==> src/rtl/seq_divider_8b.sv <==
// seq_divider_8b: multi-cycle restoring divider producing one quotient bit per clock.
// Start/busy/done handshake; results stay registered until the next DONE.
// Optional macro SEQ_DIVIDER_SIGNED_EN adds a signed_op input for two's complement
// division (truncating toward zero, remainder takes the dividend's sign).
module seq_divider_8b #(
    parameter int NBIT = 8
) (
    input  logic            clk,
    input  logic            rst_n,
    input  logic            start,
`ifdef SEQ_DIVIDER_SIGNED_EN
    input  logic            signed_op,
`endif
    input  logic [NBIT-1:0] dividend,
    input  logic [NBIT-1:0] divisor,
    output logic            busy,
    output logic            done,
    output logic [NBIT-1:0] quotient,
    output logic [NBIT-1:0] remainder,
    output logic            div_by_zero
);

    localparam int CW = $clog2(NBIT) + 1;

    typedef enum logic [1:0] {
        IDLE = 2'd0,
        RUN  = 2'd1,
        DONE = 2'd2
    } state_t;

    state_t          state_q, state_d;
    logic [CW-1:0]   cnt_q, cnt_d;
    // Partial remainder is always below the divisor after an iteration, so its
    // extra (NBIT+1)th bit is only needed transiently in the shifted/trial values.
    logic [NBIT-1:0] prem_q, prem_d;
    logic [NBIT-1:0] wdvd_q, wdvd_d;   // working dividend, becomes the quotient
    logic [NBIT-1:0] dvs_q, dvs_d;
    logic            zero_q, zero_d;
    logic            neg_q_q, neg_q_d; // negate quotient when loading results
    logic            neg_r_q, neg_r_d; // negate remainder when loading results
    logic            done_q, done_d;
    logic [NBIT-1:0] quo_q, quo_d;
    logic [NBIT-1:0] rem_q, rem_d;
    logic            dbz_q, dbz_d;

    logic [NBIT:0]   shifted;
    logic [NBIT:0]   trial;
    logic            sgn_a, sgn_b;
    logic [NBIT-1:0] mag_a, mag_b;

    // Operand signs and magnitudes for the accept cycle.
    always_comb begin
`ifdef SEQ_DIVIDER_SIGNED_EN
        sgn_a = signed_op & dividend[NBIT-1];
        sgn_b = signed_op & divisor[NBIT-1];
`else
        sgn_a = 1'b0;
        sgn_b = 1'b0;
`endif
        mag_a = sgn_a ? (~dividend + NBIT'(1)) : dividend;
        mag_b = sgn_b ? (~divisor + NBIT'(1)) : divisor;
    end

    // One shift-and-subtract step: the trial's MSB is the borrow.
    always_comb begin
        shifted = {prem_q, wdvd_q[NBIT-1]};
        trial   = shifted - {1'b0, dvs_q};
    end

    // State register and all working/result registers.
    always_ff @(posedge clk or negedge rst_n) begin
        if (!rst_n) begin
            state_q <= IDLE;
            cnt_q   <= '0;
            prem_q  <= '0;
            wdvd_q  <= '0;
            dvs_q   <= '0;
            zero_q  <= 1'b0;
            neg_q_q <= 1'b0;
            neg_r_q <= 1'b0;
            done_q  <= 1'b0;
            quo_q   <= '0;
            rem_q   <= '0;
            dbz_q   <= 1'b0;
        end else begin
            state_q <= state_d;
            cnt_q   <= cnt_d;
            prem_q  <= prem_d;
            wdvd_q  <= wdvd_d;
            dvs_q   <= dvs_d;
            zero_q  <= zero_d;
            neg_q_q <= neg_q_d;
            neg_r_q <= neg_r_d;
            done_q  <= done_d;
            quo_q   <= quo_d;
            rem_q   <= rem_d;
            dbz_q   <= dbz_d;
        end
    end

    // Next-state and datapath control.
    always_comb begin
        state_d = state_q;
        cnt_d   = cnt_q;
        prem_d  = prem_q;
        wdvd_d  = wdvd_q;
        dvs_d   = dvs_q;
        zero_d  = zero_q;
        neg_q_d = neg_q_q;
        neg_r_d = neg_r_q;
        done_d  = 1'b0;
        quo_d   = quo_q;
        rem_d   = rem_q;
        dbz_d   = dbz_q;
        case (state_q)
            IDLE: begin
                if (start) begin
                    prem_d  = '0;
                    dvs_d   = mag_b;
                    zero_d  = (divisor == '0);
                    neg_q_d = sgn_a ^ sgn_b;
                    neg_r_d = sgn_a;
                    cnt_d   = CW'(NBIT);
                    if (divisor == '0) begin
                        // Keep the raw dividend: it is returned as the remainder.
                        wdvd_d  = dividend;
                        state_d = DONE;
                    end else begin
                        wdvd_d  = mag_a;
                        state_d = RUN;
                    end
                end
            end
            RUN: begin
                prem_d = trial[NBIT] ? shifted[NBIT-1:0] : trial[NBIT-1:0];
                wdvd_d = {wdvd_q[NBIT-2:0], ~trial[NBIT]};
                cnt_d  = cnt_q - CW'(1);
                if (cnt_q == CW'(1)) state_d = DONE;
            end
            DONE: begin
                done_d = 1'b1;
                if (zero_q) begin
                    quo_d = '1;
                    rem_d = wdvd_q;
                    dbz_d = 1'b1;
                end else begin
                    quo_d = neg_q_q ? (~wdvd_q + NBIT'(1)) : wdvd_q;
                    rem_d = neg_r_q ? (~prem_q + NBIT'(1)) : prem_q;
                    dbz_d = 1'b0;
                end
                state_d = IDLE;
            end
            default: state_d = IDLE;
        endcase
    end

    assign busy        = (state_q != IDLE);
    assign done        = done_q;
    assign quotient    = quo_q;
    assign remainder   = rem_q;
    assign div_by_zero = dbz_q;

endmodule

==> config.mk <==
export PLATFORM = sky130hd
export DESIGN_NAME = seq_divider_8b
export DESIGN_NICKNAME = d
export VERILOG_FILES = /design/src/rtl/seq_divider_8b.sv
export SDC_FILE = /design/constraint.sdc
export NUM_CORES = 1
export LEC_CHECK = 0
export CAP_MARGIN = 20
export CORE_MARGIN = 2
export CORE_UTILIZATION = 61
export DETAILED_ROUTE_END_ITERATION = 6
export DONT_BUFFER_PORTS = 1
export HOLD_SLACK_MARGIN = 0.12
export PLACE_DENSITY = 0.8
export RECOVER_POWER = 50
export SKIP_CTS_REPAIR_TIMING = 1
export SLEW_MARGIN = 25
export SYNTH_ARGS = -nofsm -noshare
export SYNTH_HDL_FRONTEND = slang
export SYNTH_SLANG_ARGS = --single-unit
==> constraint.sdc <==
create_clock -name clk -period 3.7 [get_ports clk]
set_clock_uncertainty 0.2 [all_clocks]
set_input_delay 0.74 -clock clk [delete_from_list [all_inputs] [get_ports clk]]
set_output_delay 0.74 -clock clk [all_outputs]
set_load 0.05 [all_outputs]
* Word level (Yosys, flattened, before mapping) *
Cells that the tools add are included.

storage, ports and cells
  register bits = 49
  bits of input ports = 19
  output and inout bits = 19
  word-level logic and storage cells = 40

operators by class
  $add $sub $neg = 2
  eq/ne operators = 5
  multiplexer cells = 15
  bitwise gates (word level) = 1
  reduce and logical (&&, ||, !) cells = 7

operator list
  operator             count
  $mux 8               5
  $pmux 8 s2           2
  $sub 9x8->9          1
  $logic_not 8->1      1
  $pmux 4 s2           1
  $mux 2               3
  $reduce_and 2->1     3
  $eq 4x1->1 const B   1
  $mux 4               1
  $ne 2x2->1 const B   2
  $pmux 2 s2           1
  $reduce_bool 2->1    2
  $sub 4x1->4 const B  1
  $eq 2x1->1 const B   1
  $eq 2x2->1 const B   1
  $logic_not 2->1      1
  $mux 1               2
  $not 1->1            1

* Logic depth before layout (Yosys ltp) *
Gate-level depths: netlist (run 1).

  depth in word-level cells = 4
  mapped depth = 11
  gate-level depth less buffers = 10

* Worst setup path after synthesis (run 1) *
OpenSTA, ideal clock, no wires.

  kind = reg-to-reg
  start point = reg wdvd_q[7]
  end point = reg prem_q[2]
  setup time = 131 ps
  arrival = 2198 ps
  data required time = 3369 ps
  setup slack = 1171 ps
  stages on the path, launching flop included = 12
  path buffers = 1
  period minus slack after synthesis = 2529 ps
  cell sequence = dfrtp_1 inv_1 ha_1 inv_1 fa_1 a21oi_2 o22ai_1 o41ai_2 xor2_1 buf_6 mux2i_1 o21ai_1

between the ends
  cells in the longest elaborated chain, start to end = 3

ends and longest elaborated chain
  what                    RTL line  RTL
  from (decl)             36        logic [NBIT-1:0] wdvd_q, wdvd_d;
  from (signal assigned)  89        wdvd_q <= wdvd_d;
  $sub 9x8->9             67        trial = shifted - {1'b0, dvs_q};
  $mux 8                  135       prem_d = trial[NBIT] ? shifted[NBIT-1:0] : trial[NBIT-1:0];
  $pmux 8 s2              115       case (state_q)
  to (signal assigned)    88        prem_q <= prem_d;
  to (decl)               35        logic [NBIT-1:0] prem_q, prem_d;

Every way passes these cells.
A chain may end at the register's enable or synchronous reset.

* Final worst setup path (run 1) *
  start point = reg wdvd_q[7]
  end point = reg prem_q[1]

The elaborated chain is that of the path after synthesis.

==> impl_metrics.py, run 1 <==
metrics = {
    "run_status": {
        "status": "finished clean",
    },
    "sta": {
        "relSlewSlack_pct": 36.7,
        "final_hold_viol_count": 0,
        "worst_slew_pin_slew_ns": 0.950,
        "min_period_ns": 2.69,
        "rsz0062_at_grt": "false",
        "setup_viol": 0,
        "finalCritPeriodShare_pct": 72.6,
        "fin_tns_setup_ns": 0,
        "max_freq_mhz": 372,
        "setup_slack_ns": 1.01,
        "finalMaxSlewViolations": 0,
    },
    "critical_path": {
        "crit_arrival_ns": 2.66,
        "rrSetupSlack_ns": 1.01,
        "end_kind": "flop",
        "required_ns": 3.67,
        "crit_path_top_delay_cell": "dfrtp_1",
        "path_common_cell": "inv_1",
        "crit_type": "flop to flop",
        "critPathTopFamily": "compound AO/OA/AOI/OAI gates",
        "slowest_delay_ns": 0.43,
        "critical_path_buf_inv_count": 3,
        "reg2reg_depth": 11,
        "crit_chain": "inv_1 > ha_1 > inv_1 > fa_1 > a21oi_2 > o22ai_1 > o41ai_2 > xor2_1 > buf_4 > mux2i_1 > o21ai_0",
        "r2r_end": "prem_q[1]",
        "start_kind": "flop",
        "reg2reg_from": "wdvd_q[7]",
        "crit_fanout": 11,
    },
    "route": {
        "final_antenna_net_count": 0,
        "dr.pass1.iters": 4,
        "avgViaCountPerCell": 5.65,
        "drt_iter0_markers": 134,
        "num_vias": 1750,
        "avgRoutedWirePerCell_um": 15.5,
        "drcViolationCount": 0,
        "finalWirelength_um": 4790,
    },
    "hold_path": {
        "hp-class": "flop to flop",
        "hold_end": "dvs_q[0]",
        "hold_start": "dvs_q[0]",
        "hold_path_depth": 2,
    },
    "global_route": {
        "first_global_vias": 1607,
        "grt_busiest_layer": "met2",
        "gr-total-overflow": 0,
        "antenna_found_initial": 0,
        "grt_pass1_wl_um": 7790,
        "met1_usage_pct": 32.4,
        "grtUsageMet3_pct": 5.76,
        "grt_max_degree": 50,
        "grtUsageMet2_pct": 35.0,
        "grt_usage_pct": 22.9,
    },
    "die": {
        "rows": 23,
        "io_pins": 38,
        "core_area_um2": 3970,
        "die_w_um": 68.0,
        "dieArea_um2": 4620,
        "die_h_um": 68.0,
        "floorplan.initialDensity_pct": 62.9,
    },
    "clock_tree": {
        "cts_tree": "yes",
        "clk_pin_slew_worst_paths_ns": 0.09,
        "clk_path_buf_depth": 2,
        "clock_tree.root_cell": "clkbuf_8",
        "insertion_delay_ns": 0.30,
        "cts_inserted_buffers": 5,
        "h-tree-depth": 2,
        "cts_sinks": 49,
    },
    "cells_and_area": {
        "ff_latch_area_um2": 1230,
        "area_growth_pct": 5.91,
        "layout_common_cells": "dfrtp_1, nand2_1, o21ai_0, inv_1, mux2i_1",
        "multi_input_area_um2": 1150,
        "layout-drive-gt1-share_pct": 5.38,
        "n_fill_cell": 317,
        "layout_commonest_cell": "dfrtp_1",
        "fin_nets": 289,
        "n_antenna_cell": 0,
    },
    "synthesis": {
        "avgSynthCellArea_um2": 9.57,
        "ys_types": 38,
        "syn_inst": 261,
        "netlist_area_um2": 2500,
        "ys_ff_latch": 49,
        "ys.flop_type": "dfrtp_1",
        "synth_nets": 291,
        "synth_edf_count": 0,
        "async_flop_share_pct": 100,
        "synth_warnings": 0,
        "ys_seq_area_share_pct": 49.1,
    },
    "place": {
        "portBuffers": 0,
        "hpwl_um": 3490,
        "place_ws_ns": 1.03,
        "gp_congestion": 0.768,
    },
    "job": {
        "maxCapViolCount": 0,
    },
    "power_and_ir_drop": {
        "peakVddDrop_mv": 0.570,
        "p_leak_nw": 1.20,
        "power_density_nw_per_um2": 1070,
    },
}
[Yosys cell counts (all sizes together) (3+ instances only)]
cell	instances	area share (%)
ha	10	5.0
o21ai	39	7.8
clkbuf	12	1.8
xor2	3	1.1
nand2b	5	1.3
xnor2	5	1.8
a21oi	10	2.2
a22oi	8	2.4
nor2b	9	2.3
nor2	13	2.0
mux2i	15	6.0
dfrtp	49	49
nand2	40	6.0
inv	15	2.3
[worst max-delay path by stage]
stage | slack, ns | to | from | cells after the start
after global routing | 0.83 | prem_q[1] | wdvd_q[7] | 11
after detailed placement | 1.03 | prem_q[5] | wdvd_q[7] | 11
after CTS | 1.00 | prem_q[5] | wdvd_q[7] | 11
final | 1.01 | prem_q[1] | wdvd_q[7] | 11
after floorplan | 1.17 | prem_q[2] | wdvd_q[7] | 11
after global placement | 1.14 | prem_q[1] | wdvd_q[7] | 11
[flip-flops by register name (all words and copies together), names as in the netlist]
signal,cells
dvs_q,8
prem_q,8
quotient,8
remainder,8
wdvd_q,8
cnt_q,4
state_q,2
div_by_zero,1
done,1
zero_q,1
[layer usage]
metal | share of wire [%] | vias to the layer above
li1 | - | 891
met5 | 0 | -
met2 | 50 | 38
met1 | 44 | 819
met4 | 0.44 | 0
met3 | 5.1 | 2
[cells by family after synthesis]
group	after synthesis	share of synthesized area (%)
AO/OA/AOI/OAI	71	17.1
XOR/XNOR	8	2.81
adder cells (fa/ha/maj)	11	5.81
buffers and inverters	29	4.71
flip-flops	49	49.1
multiplexers	16	6.46
AND/OR/NAND/NOR	77	14.0
[worst register-to-register path, stage by stage, from the launching register on]
cell and delay, ns:
dfrtp_1 0.43, inv_1 0.07, ha_1 0.14, inv_1 0.06, fa_1 0.42, a21oi_2 0.18, o22ai_1 0.13, o41ai_2 0.25
xor2_1 0.17, buf_4 0.21, mux2i_1 0.20, o21ai_0 0.09
[metrics by stage]
step / cells / total power (W) / utilization, % / hold slack (ns) / cell area, um2
3_5_place_dp: 300 / 0.00251 / 63.5 / 0.245 / 2520
4_1_cts: 308 / 0.00284 / 65.8 / -0.0930 / 2620
6_report: 310 / 0.00283 / 66.6 / 0.314 / 2650
3_3_place_gp: 300 / 0.00245 / 63.5 / 0.245 / 2520
5_1_grt: 310 / 0.00307 / 66.6 / 0.351 / 2650
2_1_floorplan: 261 / 0.00227 / - / 0.244 / 2500
[power breakdown]
| group | switching (W) | internal [W] | total (W) |
|---|---|---|---|
| combinational | 0.000647 | 0.000558 | 0.00121 |
| sequential | 0.000527 | 0.000772 | 0.00130 |
| clock | 0.000185 | 0.000138 | 0.000323 |
[final cells by class]
class	count	share of cell area [%]
inverter	15	2.13
sequential	49	46.4
clock inverter	3	0.946
clock buffer	5	2.60
timing repair buffer	5	1.99
tap	50	2.37
multi-input combinational	183	43.6
Note: power is estimated with default switching activity, not from simulation.
==> run 2: changes to the inputs <==
--- a/config.mk
+++ b/config.mk
@@ -5,13 +5,14 @@
 export SDC_FILE = /design/constraint.sdc
 export NUM_CORES = 1
 export LEC_CHECK = 0
+export ABC_AREA = 1
 export CAP_MARGIN = 20
 export CORE_MARGIN = 2
-export CORE_UTILIZATION = 61
+export CORE_UTILIZATION = 57
 export DETAILED_ROUTE_END_ITERATION = 6
 export DONT_BUFFER_PORTS = 1
 export HOLD_SLACK_MARGIN = 0.12
-export PLACE_DENSITY = 0.8
+export PLACE_DENSITY = 0.78
 export RECOVER_POWER = 50
 export SKIP_CTS_REPAIR_TIMING = 1
 export SLEW_MARGIN = 25
==> constraint.sdc (replaced) <==
create_clock -name clk -period 2.3 [get_ports clk]
set_clock_uncertainty 0.2 [all_clocks]
set_input_delay 0.46 -clock clk [delete_from_list [all_inputs] [get_ports clk]]
set_output_delay 0.46 -clock clk [all_outputs]
set_load 0.05 [all_outputs]
==> run 2 against run 1 <==
Effect of this change: non-clock buffer count rose by 4; design area is 7.9% higher; hold slack got worse by 0.21 ns; die area increased by 13%; flip-flop and latch count stayed put; fmax up 24%; register-to-register slack worse by 0.89 ns; sequential share of layout area down 3.4 points; first-iteration DRC count decreased by 37%; cell count rose by 24%; via count is 22% higher; critical path depth rose by 3.
==> impl_metrics.py, run 2 <==
metrics = {
    "die": {
        "core_area_um2": 4410,
        "dieArea_um2": 5230,
        "rows": 24,
        "die_w_um": 72.3,
        "floorplan.initialDensity_pct": 60.2,
        "die_h_um": 72.3,
        "io_pins": 38,
    },
    "synthesis": {
        "synth_warnings": 0,
        "synth_edf_count": 0,
        "synth_compound_area_share_pct": 11.8,
        "ys_seq_area_share_pct": 46.1,
        "synth_commonest_cells": "nand2_1, dfrtp_1, inv_1",
        "yosysMostFrequentCell": "nand2_1",
        "netlist_area_um2": 2660,
        "ys_ff_latch": 49,
        "synthTopCellsByArea": "dfrtp_1, nand2_1, inv_1, ha_1, nor2_1",
        "synth_xor_area_share_pct": 1.32,
        "yosysTopAreaCell": "dfrtp_1",
        "synth_top_cell_area_share_pct": 46.1,
        "synthSimpleGateAreaFrac_pct": 26.1,
        "synth_adder_area_share_pct": 5.46,
        "ys.flop_type": "dfrtp_1",
        "ys_types": 37,
        "avgSynthCellArea_um2": 8.21,
        "muxShareOfSynthArea_pct": 0.424,
        "async_flop_share_pct": 100,
        "syn_inst": 324,
        "synth_top_family_by_area": "simple AND/OR/NAND/NOR gates",
        "synth_nets": 354,
    },
    "critical_path": {
        "crit_fanout": 9,
        "start_kind": "flop",
        "crit_arrival_ns": 2.18,
        "reg2reg_from": "wdvd_q[7]",
        "rrSetupSlack_ns": 0.12,
        "end_kind": "flop",
        "crit_type": "flop to flop",
        "required_ns": 2.31,
        "r2r_end": "prem_q[1]",
        "reg2reg_depth": 14,
    },
    "place": {
        "portBuffers": 0,
        "dp.cells": 370,
        "gp_congestion": 0.922,
        "place_area_um2": 2680,
        "hpwl_um": 4110,
        "place_ws_ns": 0.0859,
    },
    "clock_tree": {
        "cts_inserted_buffers": 5,
        "clk_pin_slew_worst_paths_ns": 0.08,
        "insertion_delay_ns": 0.31,
        "cts_tree": "yes",
        "clock_tree.root_cell": "clkbuf_8",
        "clk_path_buf_depth": 2,
        "h-tree-depth": 2,
        "cts_sinks": 49,
    },
    "global_route": {
        "grt_pass1_wl_um": 9420,
        "first_global_vias": 2023,
        "grt_max_degree": 50,
        "antenna_found_initial": 0,
        "gr-total-overflow": 0,
        "grt_usage_pct": 23.5,
    },
    "route": {
        "avgRoutedWirePerCell_um": 14.9,
        "finalWirelength_um": 5710,
        "avgViaCountPerCell": 5.58,
        "drt_iter0_markers": 84,
        "drcViolationCount": 0,
        "num_vias": 2141,
        "final_antenna_net_count": 0,
        "dr.pass1.iters": 5,
    },
    "hold_path": {
        "hp-class": "primary input to flop",
        "hold_start": "divisor[2]",
        "hold_path_depth": 2,
        "hold_end": "dvs_q[2]",
    },
    "sta": {
        "setup_viol": 0,
        "max_freq_mhz": 460,
        "fin_tns_setup_ns": 0,
        "finalMaxSlewViolations": 0,
        "setup_slack_ns": 0.125,
        "finalCritPeriodShare_pct": 94.6,
        "relSlewSlack_pct": 20.7,
        "rsz0062_at_grt": "false",
        "min_period_ns": 2.18,
        "worst_slew_pin_slew_ns": 1.19,
        "final_hold_viol_count": 0,
    },
    "job": {
        "maxCapViolCount": 0,
    },
    "cells_and_area": {
        "stdcell_count": 384,
        "layout_commonest_cell": "nand2_1",
        "area_growth_pct": 7.34,
        "layout-drive-gt1-share_pct": 8.73,
        "layout_common_cells": "nand2_1, dfrtp_1, inv_1, nor2_1, o21ai_0",
        "fin_nets": 361,
        "n_fill_cell": 389,
        "n_antenna_cell": 0,
        "post-route-cell-area_um2": 2850,
    },
    "run_status": {
        "status": "finished clean",
    },
}
[run 2: cell types whose count changed after synthesis, moves of 12 or more]
cell,previous run,this run
inv_1,15,41
nand2_1,40,79
nor2_1,13,31
o21ai_0,34,22
nand3_1,2,16
mux2i_1,15,0
[run 2: critical path, stage by stage (launching register included)]
cell and delay, ns:
dfrtp_1 0.40, inv_1 0.08, ha_1 0.14, inv_1 0.07, fa_2 0.37, nand3_1 0.11, nand3_2 0.09, nand2_2 0.10
nand2_2 0.07, nand2_4 0.12, nand2_4 0.10, nand2_1 0.07, nand2_1 0.05, nand2_1 0.05, nand2_1 0.04
[run 2: cells by family (layout without fill, tap and decap cells)]
logic type,after synthesis,after routing
AND/OR/NAND/NOR,149,149
XOR/XNOR,4,4
flip-flops,49,49
multiplexers,1,1
buffers and inverters,54,62
AO/OA/AOI/OAI,56,56
adder cells (fa/ha/maj),11,11
[run 2: per-layer routing]
layer  wire [um]  vias up  share of wire (%)  global-route usage (%)
li1            -     1052                  -                       -
met1        2510     1008                 44                    31.9
met2        2720       73                 48                    37.5
met3         409        8                7.2                    6.67
met4          68        0                1.2                    5.87
met5           0        -                  0                       0
[run 2: area by class of cell]
cell class              count  area, um2  share of cell area (%)
flip-flops and latches     49       1230                    43.0
well taps                  52       65.1                    2.28
inverters                  45        171                    6.01
multi-input cells         221       1200                    42.1
clock buffers               6       82.6                    2.89
repair buffers              9       70.1                    2.46
clock inverters             2       37.5                    1.32
[run 2: worst max path at each step]
stage | to | startpoint | depth (start not counted)
6_report | prem_q[1] | wdvd_q[7] | 14
5_1_grt | prem_q[3] | wdvd_q[7] | 12
4_1_cts | prem_q[1] | wdvd_q[7] | 14
3_5_place_dp | prem_q[1] | wdvd_q[7] | 14
3_3_place_gp | prem_q[7] | wdvd_q[7] | 14
2_1_floorplan | prem_q[7] | wdvd_q[7] | 14
[run 2: per-stage QoR]
step                utilization [%]  hold slack (ns)
global placement               60.8          -0.0347
global route                   64.7            0.122
detailed placement             60.8          -0.0349
floorplan                         -          -0.0356
finish                         64.7            0.106
CTS                            63.5           -0.376
Power of run 2 is not shown: default switching activity piles up to over one toggle a cycle in this logic, so the estimate is an artifact.
